### config.mk
export PLATFORM = sky130hd
export DESIGN_NAME = inst_fetch_queue_flat
export DESIGN_NICKNAME = d
export VERILOG_FILES = /design/src/rtl/inst_fetch_queue_if.sv /design/src/rtl/inst_fetch_queue.sv /design/src/flat_wrapper.sv
export SDC_FILE = /design/constraint.sdc
export NUM_CORES = 1
export LEC_CHECK = 0
export ABC_CLOCK_PERIOD_IN_PS = 3200
export BUFFER_PORTS_ARGS = -buffer_cell sky130_fd_sc_hd__buf_2
export CAP_MARGIN = 5
export CORE_MARGIN = 2
export CORE_UTILIZATION = 55
export DETAILED_ROUTE_END_ITERATION = 7
export GPL_ROUTABILITY_DRIVEN = 0
export GPL_TIMING_DRIVEN = 0
export PLACE_DENSITY = 0.75
export SETUP_SLACK_MARGIN = 0.2
export SYNTH_ARGS = -nofsm -noshare
export SYNTH_HDL_FRONTEND = slang
export SYNTH_SLANG_ARGS = --single-unit
### constraint.sdc
create_clock -name clk_in -period 3.2 [get_ports clk_in]
set_clock_uncertainty 0.15 [all_clocks]
set_input_delay 0.16 -clock clk_in [delete_from_list [all_inputs] [get_ports clk_in]]
set_output_delay 0.16 -clock clk_in [all_outputs]
set_load 0.05 [all_outputs]
### src/rtl/inst_fetch_queue_if.sv
// Fetch-side bundle: memory controller request/response plus the decoder-facing FIFO head.
// master is the fetch queue; slave is the environment (controller + decoder).
interface inst_fetch_queue_if;
  logic        mc_en;
  logic [31:0] mc_addr;
  logic        mc_rdy;
  logic [31:0] mc_data;
  logic        mc_is_compressed;
  logic        out_valid;
  logic [31:0] out_inst;
  logic [31:0] out_pc;
  logic        out_is_compressed;
  logic        out_ready;

  modport master (
    output mc_en, mc_addr, out_valid, out_inst, out_pc, out_is_compressed,
    input  mc_rdy, mc_data, mc_is_compressed, out_ready
  );

  modport slave (
    input  mc_en, mc_addr, out_valid, out_inst, out_pc, out_is_compressed,
    output mc_rdy, mc_data, mc_is_compressed, out_ready
  );
endinterface

### src/rtl/inst_fetch_queue.sv
// Instruction fetch front end: owns the PC, issues one fetch at a time to the memory
// controller and buffers results in a DEPTH-entry FIFO toward the decoder.
module inst_fetch_queue #(
  parameter int          DEPTH    = 4,
  parameter logic [31:0] RESET_PC = 32'h0
) (
  input  logic                  clk_in,
  input  logic                  rst_n_in,
  input  logic                  rdy_in,
  input  logic                  flush,
  input  logic [31:0]           flush_pc,
  inst_fetch_queue_if.master    bus
);

  localparam int               PTR_W    = $clog2(DEPTH);
  localparam logic [PTR_W:0]   CNT_FULL = (PTR_W+1)'(DEPTH);
  localparam logic [PTR_W:0]   CNT_ONE  = (PTR_W+1)'(1);
  localparam logic [PTR_W-1:0] PTR_ONE  = PTR_W'(1);

  typedef enum logic {IDLE, WAIT} fetch_state_t;

  fetch_state_t     fetch_state, state_next;
  logic [31:0]      pc, mc_addr_q, pc_next;
  logic [PTR_W-1:0] head, tail;
  logic [PTR_W:0]   count, count_next;
  logic             push, pop;

  logic [31:0]      inst_mem [DEPTH];
  logic [31:0]      pc_mem   [DEPTH];
  logic             c_mem    [DEPTH];

  always_comb begin
    push       = 1'b0;
    pop        = 1'b0;
    count_next = count;
    state_next = fetch_state;
    pc_next    = mc_addr_q + (bus.mc_is_compressed ? 32'd2 : 32'd4);

    // A flush discards any response or pop that lands on the same edge.
    if (!flush) begin
      push = (fetch_state == WAIT) && bus.mc_rdy;
      pop  = (count != '0) && bus.out_ready;
    end

    case ({push, pop})
      2'b10:   count_next = count + CNT_ONE;
      2'b01:   count_next = count - CNT_ONE;
      default: count_next = count;
    endcase

    if (flush) begin
      state_next = IDLE;
    end else begin
      case (fetch_state)
        IDLE:    if (count < CNT_FULL) state_next = WAIT;
        WAIT:    if (push && (count_next >= CNT_FULL)) state_next = IDLE;
        default: state_next = IDLE;
      endcase
    end
  end

  always_ff @(posedge clk_in or negedge rst_n_in) begin
    if (!rst_n_in) begin
      fetch_state <= IDLE;
    end else if (rdy_in) begin
      fetch_state <= state_next;
    end
  end

  // Storage is cleared on reset so the head fields read zero until the first push.
  always_ff @(posedge clk_in or negedge rst_n_in) begin
    if (!rst_n_in) begin
      pc        <= RESET_PC;
      mc_addr_q <= RESET_PC;
      head      <= '0;
      tail      <= '0;
      count     <= '0;
      for (int i = 0; i < DEPTH; i++) begin
        inst_mem[i] <= '0;
        pc_mem[i]   <= '0;
        c_mem[i]    <= 1'b0;
      end
    end else if (rdy_in) begin
      if (flush) begin
        pc        <= flush_pc;
        mc_addr_q <= flush_pc;
        head      <= '0;
        tail      <= '0;
        count     <= '0;
      end else begin
        if (fetch_state == IDLE && state_next == WAIT) begin
          mc_addr_q <= pc;
        end
        if (push) begin
          inst_mem[tail] <= bus.mc_data;
          pc_mem[tail]   <= mc_addr_q;
          c_mem[tail]    <= bus.mc_is_compressed;
          tail           <= tail + PTR_ONE;
          pc             <= pc_next;
          mc_addr_q      <= pc_next;
        end
        if (pop) begin
          head <= head + PTR_ONE;
        end
        count <= count_next;
      end
    end
  end

  assign bus.mc_en             = (fetch_state == WAIT);
  assign bus.mc_addr           = mc_addr_q;
  assign bus.out_valid         = (count != '0);
  assign bus.out_inst          = inst_mem[head];
  assign bus.out_pc            = pc_mem[head];
  assign bus.out_is_compressed = c_mem[head];

endmodule

### src/flat_wrapper.sv
// flat-port wrapper written by rule: the top's interface ports become plain ports
module inst_fetch_queue_flat 
#(
  parameter int          DEPTH    = 4,
  parameter logic [31:0] RESET_PC = 32'h0
)
  (clk_in, rst_n_in, rdy_in, flush, flush_pc, bus_mc_en, bus_mc_addr, bus_out_valid, bus_out_inst, bus_out_pc, bus_out_is_compressed, bus_mc_rdy, bus_mc_data, bus_mc_is_compressed, bus_out_ready);
  inst_fetch_queue_if bus_i ();
  input  logic clk_in;
  input  logic rst_n_in;
  input  logic rdy_in;
  input  logic flush;
  input  logic [31:0] flush_pc;
  output wire logic [$bits(bus_i.mc_en)-1:0] bus_mc_en;
  output wire logic [$bits(bus_i.mc_addr)-1:0] bus_mc_addr;
  output wire logic [$bits(bus_i.out_valid)-1:0] bus_out_valid;
  output wire logic [$bits(bus_i.out_inst)-1:0] bus_out_inst;
  output wire logic [$bits(bus_i.out_pc)-1:0] bus_out_pc;
  output wire logic [$bits(bus_i.out_is_compressed)-1:0] bus_out_is_compressed;
  input wire logic [$bits(bus_i.mc_rdy)-1:0] bus_mc_rdy;
  input wire logic [$bits(bus_i.mc_data)-1:0] bus_mc_data;
  input wire logic [$bits(bus_i.mc_is_compressed)-1:0] bus_mc_is_compressed;
  input wire logic [$bits(bus_i.out_ready)-1:0] bus_out_ready;
  assign bus_mc_en = bus_i.mc_en;
  assign bus_mc_addr = bus_i.mc_addr;
  assign bus_out_valid = bus_i.out_valid;
  assign bus_out_inst = bus_i.out_inst;
  assign bus_out_pc = bus_i.out_pc;
  assign bus_out_is_compressed = bus_i.out_is_compressed;
  assign bus_i.mc_rdy = bus_mc_rdy;
  assign bus_i.mc_data = bus_mc_data;
  assign bus_i.mc_is_compressed = bus_mc_is_compressed;
  assign bus_i.out_ready = bus_out_ready;
  inst_fetch_queue #(.DEPTH(DEPTH), .RESET_PC(RESET_PC)) u_core (.clk_in(clk_in), .rst_n_in(rst_n_in), .rdy_in(rdy_in), .flush(flush), .flush_pc(flush_pc), .bus(bus_i));
endmodule
After elaboration in Yosys (flattened, before gate mapping). Index checks and enable logic that the tools add are counted.

Flip-flop bits (word level): 332. Bits of input ports: 71. Output and inout bits: 99. Logic and storage cells: 81.

Add/sub/neg operators: 5. Magnitude comparators: 5. Eq/ne operators: 2. Multiplexer cells: 34. Bitwise gates (word level): 4. Reduce and logical (&&, ||, !) cells: 13.

Operators with widths (number): 32-bit 2-to-1 mux (10); 128-bit bitwise mux (2); 32-bit binary-select mux with 2-bit select (2); 32-bit demux with 2-bit select (1); 32-bit adder (1); 3-bit greater-or-equal comparator, second input constant (3); 1-bit 2-to-1 mux (8); 2-bit 2-to-1 mux (4); 3-bit 2-to-1 mux (2); 2-bit inverter with 3-bit output (2); 3-bit one-hot mux with 2 select lines (1); 2-bit AND reduction (3); 3-bit nonzero test (2); 1-bit logical AND (5); 2-bit by 1-bit adder with 2-bit output, second input constant (2); 4-bit bitwise mux (1); 2-bit nonzero test (2); 3-bit by 1-bit adder with 3-bit output, second input constant (1); 3-bit by 1-bit less-than comparator with 1-bit output, second input constant (1); 3-bit less-than comparator, second input constant (1); 3-bit AND reduction (1); 3-bit by 1-bit subtractor with 3-bit output, second input constant (1); 1-bit binary-select mux with 2-bit select (1); 1-bit demux with 2-bit select (1); other kinds (4) (5).

Depth between registers and ports, before layout. Gate-level depths: netlist of the first run.

Depth after elaboration: 14. Gate-level depth with buffers: 11. Mapped depth without buffers: 10.

Worst setup path before layout of the first run. Ideal clock, no wire load.

Kind: register to register. From: register u_core.fetch_state, in the netlist u_core.bus.mc_en. To: register u_core.fetch_state, in the netlist u_core.bus.mc_en. Arrival time: 2460 ps. Required time: 2925 ps. Slack: 465 ps. Stages on the path, launching flop included: 12. Buffers on the path: 1. Clock period less this slack: 2735 ps. Cell sequence: dfrtp_1 > nand2_1 > nor2_1 > inv_1 > clkbuf_1 > ha_1 > fa_1 > xnor2_1 > nor2_1 > a31oi_1 > mux2i_1 > a21oi_1.

Longest elaborated chain between the ends: 9. Elaborated cells between the ends (all ways): 11.

RTL lines: start, declared (line inst_fetch_queue.sv:22) `fetch_state_t fetch_state, state_next;`; start signal, assigned (line inst_fetch_queue.sv:66) `fetch_state <= state_next;`; 1-bit logical AND (line inst_fetch_queue.sv:41) `push = (fetch_state == WAIT) && bus.mc_rdy;`; 1-bit 2-to-1 mux (line inst_fetch_queue.sv:40) `if (!flush) begin`; 2-bit by 1-bit equality test with 1-bit output / 2-bit equality test (equally long branches) (line inst_fetch_queue.sv:45) `case ({push, pop})`; 3-bit one-hot mux with 2 select lines (line inst_fetch_queue.sv:45); 3-bit greater-or-equal comparator (line inst_fetch_queue.sv:56) `WAIT: if (push && (count_next >= CNT_FULL)) state_next = IDLE;`; 1-bit logical AND (line inst_fetch_queue.sv:56); 1-bit 2-to-1 mux (line inst_fetch_queue.sv:56); 1-bit one-hot mux with 2 select lines * (line inst_fetch_queue.sv:54) `case (fetch_state)`; 1-bit 2-to-1 mux * (line inst_fetch_queue.sv:51) `if (flush) begin`.

Every way passes the cells marked *; elsewhere a longest branch is shown, timed or not. A chain may end at the register's enable or synchronous reset.

Final worst setup path of the first run.
From: register u_core.fetch_state, in the netlist u_core.bus.mc_en. To: register u_core.inst_mem[126] in the netlist's numbering.

Longest elaborated chain between the ends: 3.

RTL lines: 1-bit logical AND (line inst_fetch_queue.sv:41); 1-bit 2-to-1 mux (line inst_fetch_queue.sv:40); 3-bit AND reduction (no source line); end signal, assigned by index (line inst_fetch_queue.sv:95) `inst_mem[tail] <= bus.mc_data;`; end, declared (line inst_fetch_queue.sv:28) `logic [31:0] inst_mem [DEPTH];`.

No other way between the ends.

==> PnR_summary.wiki, run 1 <==
{| class="wikitable"
! Metric !! Value
|-
| Status || finished with violations
|-
| Violated checks || negative hold slack
|-
| Headroom to the max-slew limit || 0.436
|-
| Remaining antenna violation count after routing || 0
|-
| Final worst-path setup slack || 0.355 ns
|-
| Combined area of all synthesized cells || 0.0159 sq mm
|-
| Grt ovf || 0
|-
| Layout area overhead || 20.9%
|-
| Synthesized area divided by synthesized cell count || 13.0 sq um
|-
| Commonest cells after routing, fill and taps aside || sky130_fd_sc_hd__dfrtp_1, sky130_fd_sc_hd__mux2_2, sky130_fd_sc_hd__buf_2
|-
| Unrepaired setup endpoints after global routing || false
|-
| Slowest cell on crit path || sky130_fd_sc_hd__dfrtp_1
|-
| Multi-input logic area || 0.00703 sq mm
|-
| Cell occurring most often along the worst timing path || sky130_fd_sc_hd__buf_2
|-
| Pin count of the biggest net entering global routing || 97
|-
| Wire length of the first global-routing pass || 65500 um
|-
| Routed Wire Length || 42100 um
|-
| Cts bufs inserted || 36
|-
| Die area || 0.0303 sq mm
|-
| CTS H-tree depth || 2
|-
| Vias in the first global route || 11700
|-
| Worst Tran Pin Value || 0.846 ns
|-
| Filler instances || 2098
|-
| Number of max-slew violations in the final report || 0
|-
| Max Cap Violations || 0
|-
| Post-DR wirelength/cell || 22.0 um
|-
| Clock tree root buffer cell || sky130_fd_sc_hd__clkbuf_16
|-
| Final Cycle Share || 0.889
|-
| Layout Cells excl Fill || 1911
|-
| Yosys Warn Count || 0
|-
| Total design power || 20.3 mW
|-
| Sequential share of the synthesized area || 0.523
|-
| Synthesized netlist net count || 1303
|-
| Share of cells above drive strength 1 || 0.410
|-
| Number of sinks on the clock net || 332
|-
| Count of input and output buffers || 168
|-
| Maximum clock path buffer count || 3
|-
| Slowest Stage Delay on Critical Path || 0.44 ns
|-
| Vias post-DR || 11400
|-
| NumNets Final || 1580
|-
| Most common cell after layout, fill and taps aside || sky130_fd_sc_hd__dfrtp_1
|-
| Post-route worst hold slack || -0.00484 ns
|-
| Die X || 174 um
|-
| Crit path max fanout || 10
|-
| Final core occ || 0.673
|-
| Sequential Area || 0.00831 sq mm
|-
| Final Hold Viols || 1
|-
| Drc violations || 0
|-
| Crit path cell chain || and2_1, buf_2, o21ai_2, nor2_2, nand2_1, buf_2, buf_2, mux2_2
|-
| Crit-path leading delay family || buffers and inverters
|-
| Clock latency of the later-clocked register in the worst-skew pair || 0.52 ns
|-
| Gate Count Post-Synth || 1223
|-
| Required time of the critical path || 3.45 ns
|-
| Total leakage power || 8.65 nW
|-
| R2R cell count || 8
|-
| DR pass1 iterations || 5
|-
| Final setup violation count || 0
|-
| Count of boundary I/O pins || 170
|-
| Final critical-path required period || 2.85 ns
|-
| Worst ir drop on vdd || 0.000719 V
|-
| Number of antenna violations at the first check in global routing || 0
|-
| Element type at the critical path start || flop
|-
| Post-DR vias/cell || 5.98
|-
| Total track usage || 0.278
|-
| Post-placement setup slack || -0.0588 ns
|-
| Most used flip-flop cell after synthesis || sky130_fd_sc_hd__dfrtp_1
|-
| Floorplan row count || 62
|-
| Initial standard-cell utilization of the core || 0.557
|-
| Number of flops mapped to enable cells by yosys || 0
|-
| Area of the core || 0.0285 sq mm
|-
| Number of stages on the worst setup path || 8
|-
| Clock transition at the registers of the reported paths || 0.06 ns
|-
| Post-placement cell count || 1778
|-
| Data arrival time of the critical path || 3.10 ns
|-
| Path type of the worst setup path || flop to flop
|-
| CTS tree || done
|-
| Count of routing violations after the opening detailed-route iteration || 1070
|-
| Detailed Place HPWL || 27700 um
|-
| Worst min-delay path category || input port to async pin
|-
| Worst setup EP type || flop
|-
| Total power divided by cell area || 1060 mW/mm^2
|-
| Count of unique library cells instantiated by Yosys || 64
|-
| Count of buffering cells on the critical path with inverters included || 3
|-
| Number of setup buffers added after CTS || 0
|-
| Flip-flop and latch count after synthesis || 332
|-
| Share of flip-flops with an asynchronous set or reset after synthesis || 1.00
|-
| Die H || 174 um
|-
| F_max || 351 MHz
|}
-- through the flow --
step,instance area [sq um],TNS (ns)
finish,19200,0
global route,19200,0
CTS,19200,0
detailed placement,17300,-0.113
global placement,17200,-1444.51
floorplan,15900,0
-- repair_timing --
| item | 4_1_cts | 5_1_grt |
|---|---|---|
| endpoints found under the setup margin | 19 | 23 |
| hold endpoints to repair | 433 | 0 |
| resized for setup | 4 | 11 |
| hold buffers | 68 | 0 |
-- flip-flops by register name, summed over array words and instances, names as in the netlist --
| register | cells |
|---|---|
| u_core.head | 2 |
| u_core.bus.mc_addr | 32 |
| u_core.tail | 2 |
| u_core.bus.mc_en | 1 |
| u_core.count | 3 |
| u_core.c_mem | 4 |
| u_core.inst_mem | 128 |
| u_core.pc | 32 |
| u_core.pc_mem | 128 |
-- metal layers --
| metal | GRT usage | routed length [um] |
|---|---|---|
| met2 | 0.452 | 20400 |
| met5 | 0 | 0 |
| met3 | 0.0492 | 2960 |
| met1 | 0.388 | 17800 |
| met4 | 0.0847 | 994 |
-- report_power, final --
| group | switching [mW] | leakage [nW] | internal, mW |
|---|---|---|---|
| Clock | 1.70 | 0.587 | 2.47 |
| Combinational | 5.71 | 3.88 | 3.42 |
| Sequential | 1.00 | 4.19 | 5.98 |
| Total | 8.42 | 8.65 | 11.9 |
-- worst reg2reg max path: cells and delay by family, from the launching register on --
family | cells | cell delay, ns
flops | 1 | 0.44
simple gates | 3 | 0.42
compound gates | 1 | 0.41
buf+inv | 3 | 0.94
mux | 1 | 0.38
-- worst paths after layout --
path,slack (ns),to,from
setup / recovery,0.35,u_core.inst_mem[126]$_DFFE_PN0P_,u_core.bus.mc_en$_DFFE_PN0P_
hold / removal,-0.005,u_core.inst_mem[122]$_DFFE_PN0P_,rst_n_in
setup reg to reg,0.35,u_core.inst_mem[126]$_DFFE_PN0P_,u_core.bus.mc_en$_DFFE_PN0P_
hold reg to reg,0.34,u_core.pc[5]$_DFFE_PN0P_,u_core.pc[5]$_DFFE_PN0P_
max in group asynchronous,1.59,u_core.pc_mem[82]$_DFFE_PN0P_,rst_n_in
min in group clk_in,0.08,u_core.head[0]$_DFFE_PN0P_,rdy_in
-- cell families (layout without fill, tap and decap cells) --
logic type,count (synthesis),after routing,share of synthesized area
simple gates,225,225,0.0693
flops,332,332,0.523
mux,334,334,0.282
other cells,0,1,0
xor+xnor,24,24,0.0132
compound gates,170,170,0.0687
buf+inv,129,432,0.0357
fa+ha+maj,9,9,0.00803
-- synth_stat cells, types with 9 or more instances --
library cell	n	area, sq um
sky130_fd_sc_hd__a21oi_1	34	170
sky130_fd_sc_hd__and3_1	11	68.8
sky130_fd_sc_hd__buf_1	10	37.5
sky130_fd_sc_hd__buf_2	51	255
sky130_fd_sc_hd__clkbuf_1	48	180
sky130_fd_sc_hd__dfrtp_1	332	8310
sky130_fd_sc_hd__inv_1	16	60.1
sky130_fd_sc_hd__mux2_2	262	2950
sky130_fd_sc_hd__mux4_2	65	1460
sky130_fd_sc_hd__nand2_1	84	315
sky130_fd_sc_hd__nand3_1	23	115
sky130_fd_sc_hd__nand4_1	9	56.3
sky130_fd_sc_hd__nor2_1	41	154
sky130_fd_sc_hd__nor3_1	14	70.1
sky130_fd_sc_hd__nor4_1	9	56.3
sky130_fd_sc_hd__o21ai_0	54	270
sky130_fd_sc_hd__o22ai_1	14	87.6
sky130_fd_sc_hd__o2bb2ai_1	9	78.8
sky130_fd_sc_hd__xnor2_1	19	166
-- final cells by class --
| class | count | area share |
|---|---|---|
| Antenna cell | 1 | 0.000130 |
| Buffer | 113 | 0.0272 |
| Clock buffer | 55 | 0.0575 |
| Clock inverter | 9 | 0.00437 |
| Inverter | 16 | 0.00313 |
| Multi-Input combinational cell | 762 | 0.366 |
| Sequential cell | 332 | 0.433 |
| Tap cell | 384 | 0.0250 |
| Timing Repair Buffer | 239 | 0.0841 |
Note: power is estimated with default switching activity, not from simulation.
==> inputs of run 2 (changes only) <==
Settings changed: CORE_MARGIN 2 to not set.
==> PnR_summary.wiki, run 2 (same netlist as run 1, synthesis figures left out) <==
{| class="wikitable"
! Metric !! Value
|-
| Status || finished with violations (unchanged)
|-
| Violated checks || negative hold slack (unchanged)
|-
| Layout area overhead || 21.0% (was 20.9%)
|-
| Final Cycle Share || 0.905 (was 0.889)
|-
| Slowest Stage Delay on Critical Path || 0.55 ns (was 0.44 ns)
|-
| Grt ovf || 0 (unchanged)
|-
| NumNets Final || 1581 (was 1580)
|-
| Number of max-slew violations in the final report || 0 (unchanged)
|-
| Remaining antenna violation count after routing || 0 (unchanged)
|-
| Number of sinks on the clock net || 332 (unchanged)
|-
| Worst ir drop on vdd || 0.000820 V (was 0.000719 V)
|-
| Routed Wire Length || 41300 um (was 42100 um)
|-
| Total leakage power || 8.66 nW (was 8.65 nW)
|-
| Total power divided by cell area || 1060 mW/mm^2 (about the same)
|-
| Post-DR vias/cell || 6.02 (was 5.98)
|-
| Count of input and output buffers || 168 (unchanged)
|-
| Seq pwr share || 0.342 (was 0.344)
|-
| Largest registers || u_core.inst_mem (128), u_core.pc_mem (128) (unchanged)
|-
| Post-DR wirelength/cell || 21.6 um (was 22.0 um)
|-
| Count of buffering cells on the critical path with inverters included || 1 (was 3)
|-
| Initial standard-cell utilization of the core || 0.566 (was 0.557)
|-
| F_max || 345 MHz (was 351 MHz)
|-
| Part of the total power dissipated in combinational logic || 0.448 (was 0.450)
|-
| Count of boundary I/O pins || 170 (unchanged)
|-
| Proportion of power drawn by the clock network || 0.210 (was 0.205)
|-
| Slowest cell on crit path || sky130_fd_sc_hd__nor4_1 (was sky130_fd_sc_hd__dfrtp_1)
|-
| Headroom to the max-slew limit || 0.486 (was 0.436)
|-
| Cts bufs inserted || 37 (was 36)
|-
| Int Pwr || 12.0 mW (was 11.9 mW)
|-
| Final critical-path required period || 2.90 ns (was 2.85 ns)
|-
| Filler instances || 2002 (was 2098)
|-
| Net load switching power || 8.38 mW (was 8.42 mW)
|-
| Post-route worst hold slack || -0.00315 ns (was -0.00484 ns)
|-
| Detailed Place HPWL || 27200 um (was 27700 um)
|-
| Required time of the critical path || 3.45 ns (about the same)
|-
| Drc violations || 0 (unchanged)
|-
| Clock latency of the later-clocked register in the worst-skew pair || 0.52 ns (about the same)
|-
| Clock tree root buffer cell || sky130_fd_sc_hd__clkbuf_16 (unchanged)
|-
| Die X || 172 um (was 174 um)
|-
| Vias in the first global route || 11900 (was 11700)
|-
| Die area || 0.0296 sq mm (was 0.0303 sq mm)
|-
| Crit path max fanout || 10 (unchanged)
|-
| Crit path cell chain || ha_1, fa_1, nand4_1, clkbuf_1, nor4_1, mux2_2, a22o_1 (was and2_1, buf_2, o21ai_2, nor2_2, nand2_1, buf_2, buf_2, mux2_2)
|-
| Data arrival time of the critical path || 3.14 ns (was 3.10 ns)
|-
| Pin count of the biggest net entering global routing || 114 (was 97)
|-
| Maximum clock path buffer count || 3 (unchanged)
|-
| Share of cells above drive strength 1 || 0.407 (was 0.410)
|-
| Wire length of the first global-routing pass || 64900 um (was 65500 um)
|-
| Worst setup EP type || flop (unchanged)
|-
| Die H || 172 um (was 174 um)
|-
| Unrepaired setup endpoints after global routing || true (was false)
|-
| Total design power || 20.4 mW (was 20.3 mW)
|-
| Most common cell after layout, fill and taps aside || sky130_fd_sc_hd__dfrtp_1 (unchanged)
|-
| Worst min-delay path category || input port to async pin (unchanged)
|-
| CTS H-tree depth || 2 (unchanged)
|-
| Crit-path leading delay family || simple AND/OR/NAND/NOR gates (was buffers and inverters)
|-
| Number of setup buffers added after CTS || 0 (unchanged)
|-
| Total track usage || 0.288 (was 0.278)
|-
| Area of the core || 0.0281 sq mm (was 0.0285 sq mm)
|-
| Path type of the worst setup path || flop to flop (unchanged)
|-
| Element type at the critical path start || flop (unchanged)
|-
| CTS tree || done (unchanged)
|-
| Final Hold Viols || 1 (unchanged)
|-
| Number of antenna violations at the first check in global routing || 1 (was 0)
|-
| Vias post-DR || 11500 (was 11400)
|-
| Floorplan row count || 61 (was 62)
|-
| Final setup violation count || 0 (unchanged)
|-
| Clock transition at the registers of the reported paths || 0.06 ns (about the same)
|-
| Net switching fraction of the power || 0.411 (was 0.415)
|-
| Commonest cells after routing, fill and taps aside || sky130_fd_sc_hd__dfrtp_1, sky130_fd_sc_hd__mux2_2, sky130_fd_sc_hd__buf_2 (unchanged)
|-
| Max Cap Violations || 0 (unchanged)
|-
| Worst Tran Pin Value || 0.772 ns (was 0.846 ns)
|-
| DR pass1 iterations || 6 (was 5)
|-
| Count of routing violations after the opening detailed-route iteration || 1042 (was 1070)
|}
-- run 2: cell types whose count changed in the layout (fill, tap and decap cells not counted), sizes merged --
cell	change
inv	-1
clkbuf	+4
bufinv	+1
buf	-1
-- run 2: metrics by stage --
stage               instance area [sq um]  setup WS, ns   util  TNS [ns]  instances
floorplan                           15900         0.465      -         0       1223
global placement                    17200         -4.39  0.613  -1448.53       1769
detailed placement                  17300       -0.0833  0.616    -0.165       1772
CTS                                 19200         0.223  0.684         0       1907
global route                        19200         0.162  0.685         0       1908
finish                              19200         0.303  0.685         0       1908
-- run 2: what timing repair did --
item,in CTS,in global routing
setup endpoints to repair,19,11
hold buffers,68,0
hold endpoints to repair,454,0
resized for setup,5,5
-- run 2: layout make-up --
| cell class | instances | area (sq um) | area share |
|---|---|---|---|
| diodes | 1 | 2.50 | 0.000130 |
| plain buffers | 113 | 520 | 0.0271 |
| clock buffers | 58 | 1130 | 0.0586 |
| clock inverters | 9 | 105 | 0.00547 |
| inverters | 16 | 60.1 | 0.00312 |
| multi-input cells | 762 | 7020 | 0.365 |
| flip-flops and latches | 332 | 8310 | 0.432 |
| well taps | 378 | 473 | 0.0246 |
| repair buffers | 239 | 1610 | 0.0839 |
-- run 2: power by group through the flow --
stage	logic, mW	registers (mW)	clock network (mW)
detailed placement	9.01	6.98	0
floorplan	6.58	7.22	0
global placement	8.82	6.87	0
CTS	9.13	6.94	4.32
global route	9.70	7.17	4.50
finish	9.13	6.97	4.27
-- run 2: layer usage --
metal	track usage	routed length, um	up-vias
met5	0	0	-
met4	0.101	1330	0
met3	0.0529	3370	92
met2	0.471	19600	520
met1	0.387	17000	5825
li1	-	-	5044
-- run 2: final timing paths --
| kind | endpoint | cells past startpoint | from | slack, ns |
|---|---|---|---|---|
| worst max-delay path | u_core.bus.mc_addr[31]$_DFFE_PN0P_ | 7 | u_core.bus.mc_addr[1]$_DFFE_PN0P_ | 0.30 |
| worst min-delay path | u_core.inst_mem[123]$_DFFE_PN0P_ | 2 | rst_n_in | -0.003 |
| worst max register to register | u_core.bus.mc_addr[31]$_DFFE_PN0P_ | 7 | u_core.bus.mc_addr[1]$_DFFE_PN0P_ | 0.30 |
| worst min register to register | u_core.pc[5]$_DFFE_PN0P_ | 2 | u_core.pc[5]$_DFFE_PN0P_ | 0.33 |
| max in group asynchronous | u_core.pc[15]$_DFFE_PN0P_ | 4 | rst_n_in | 1.70 |
| min in group clk_in | u_core.head[1]$_DFFE_PN0P_ | 4 | rdy_in | 0.13 |
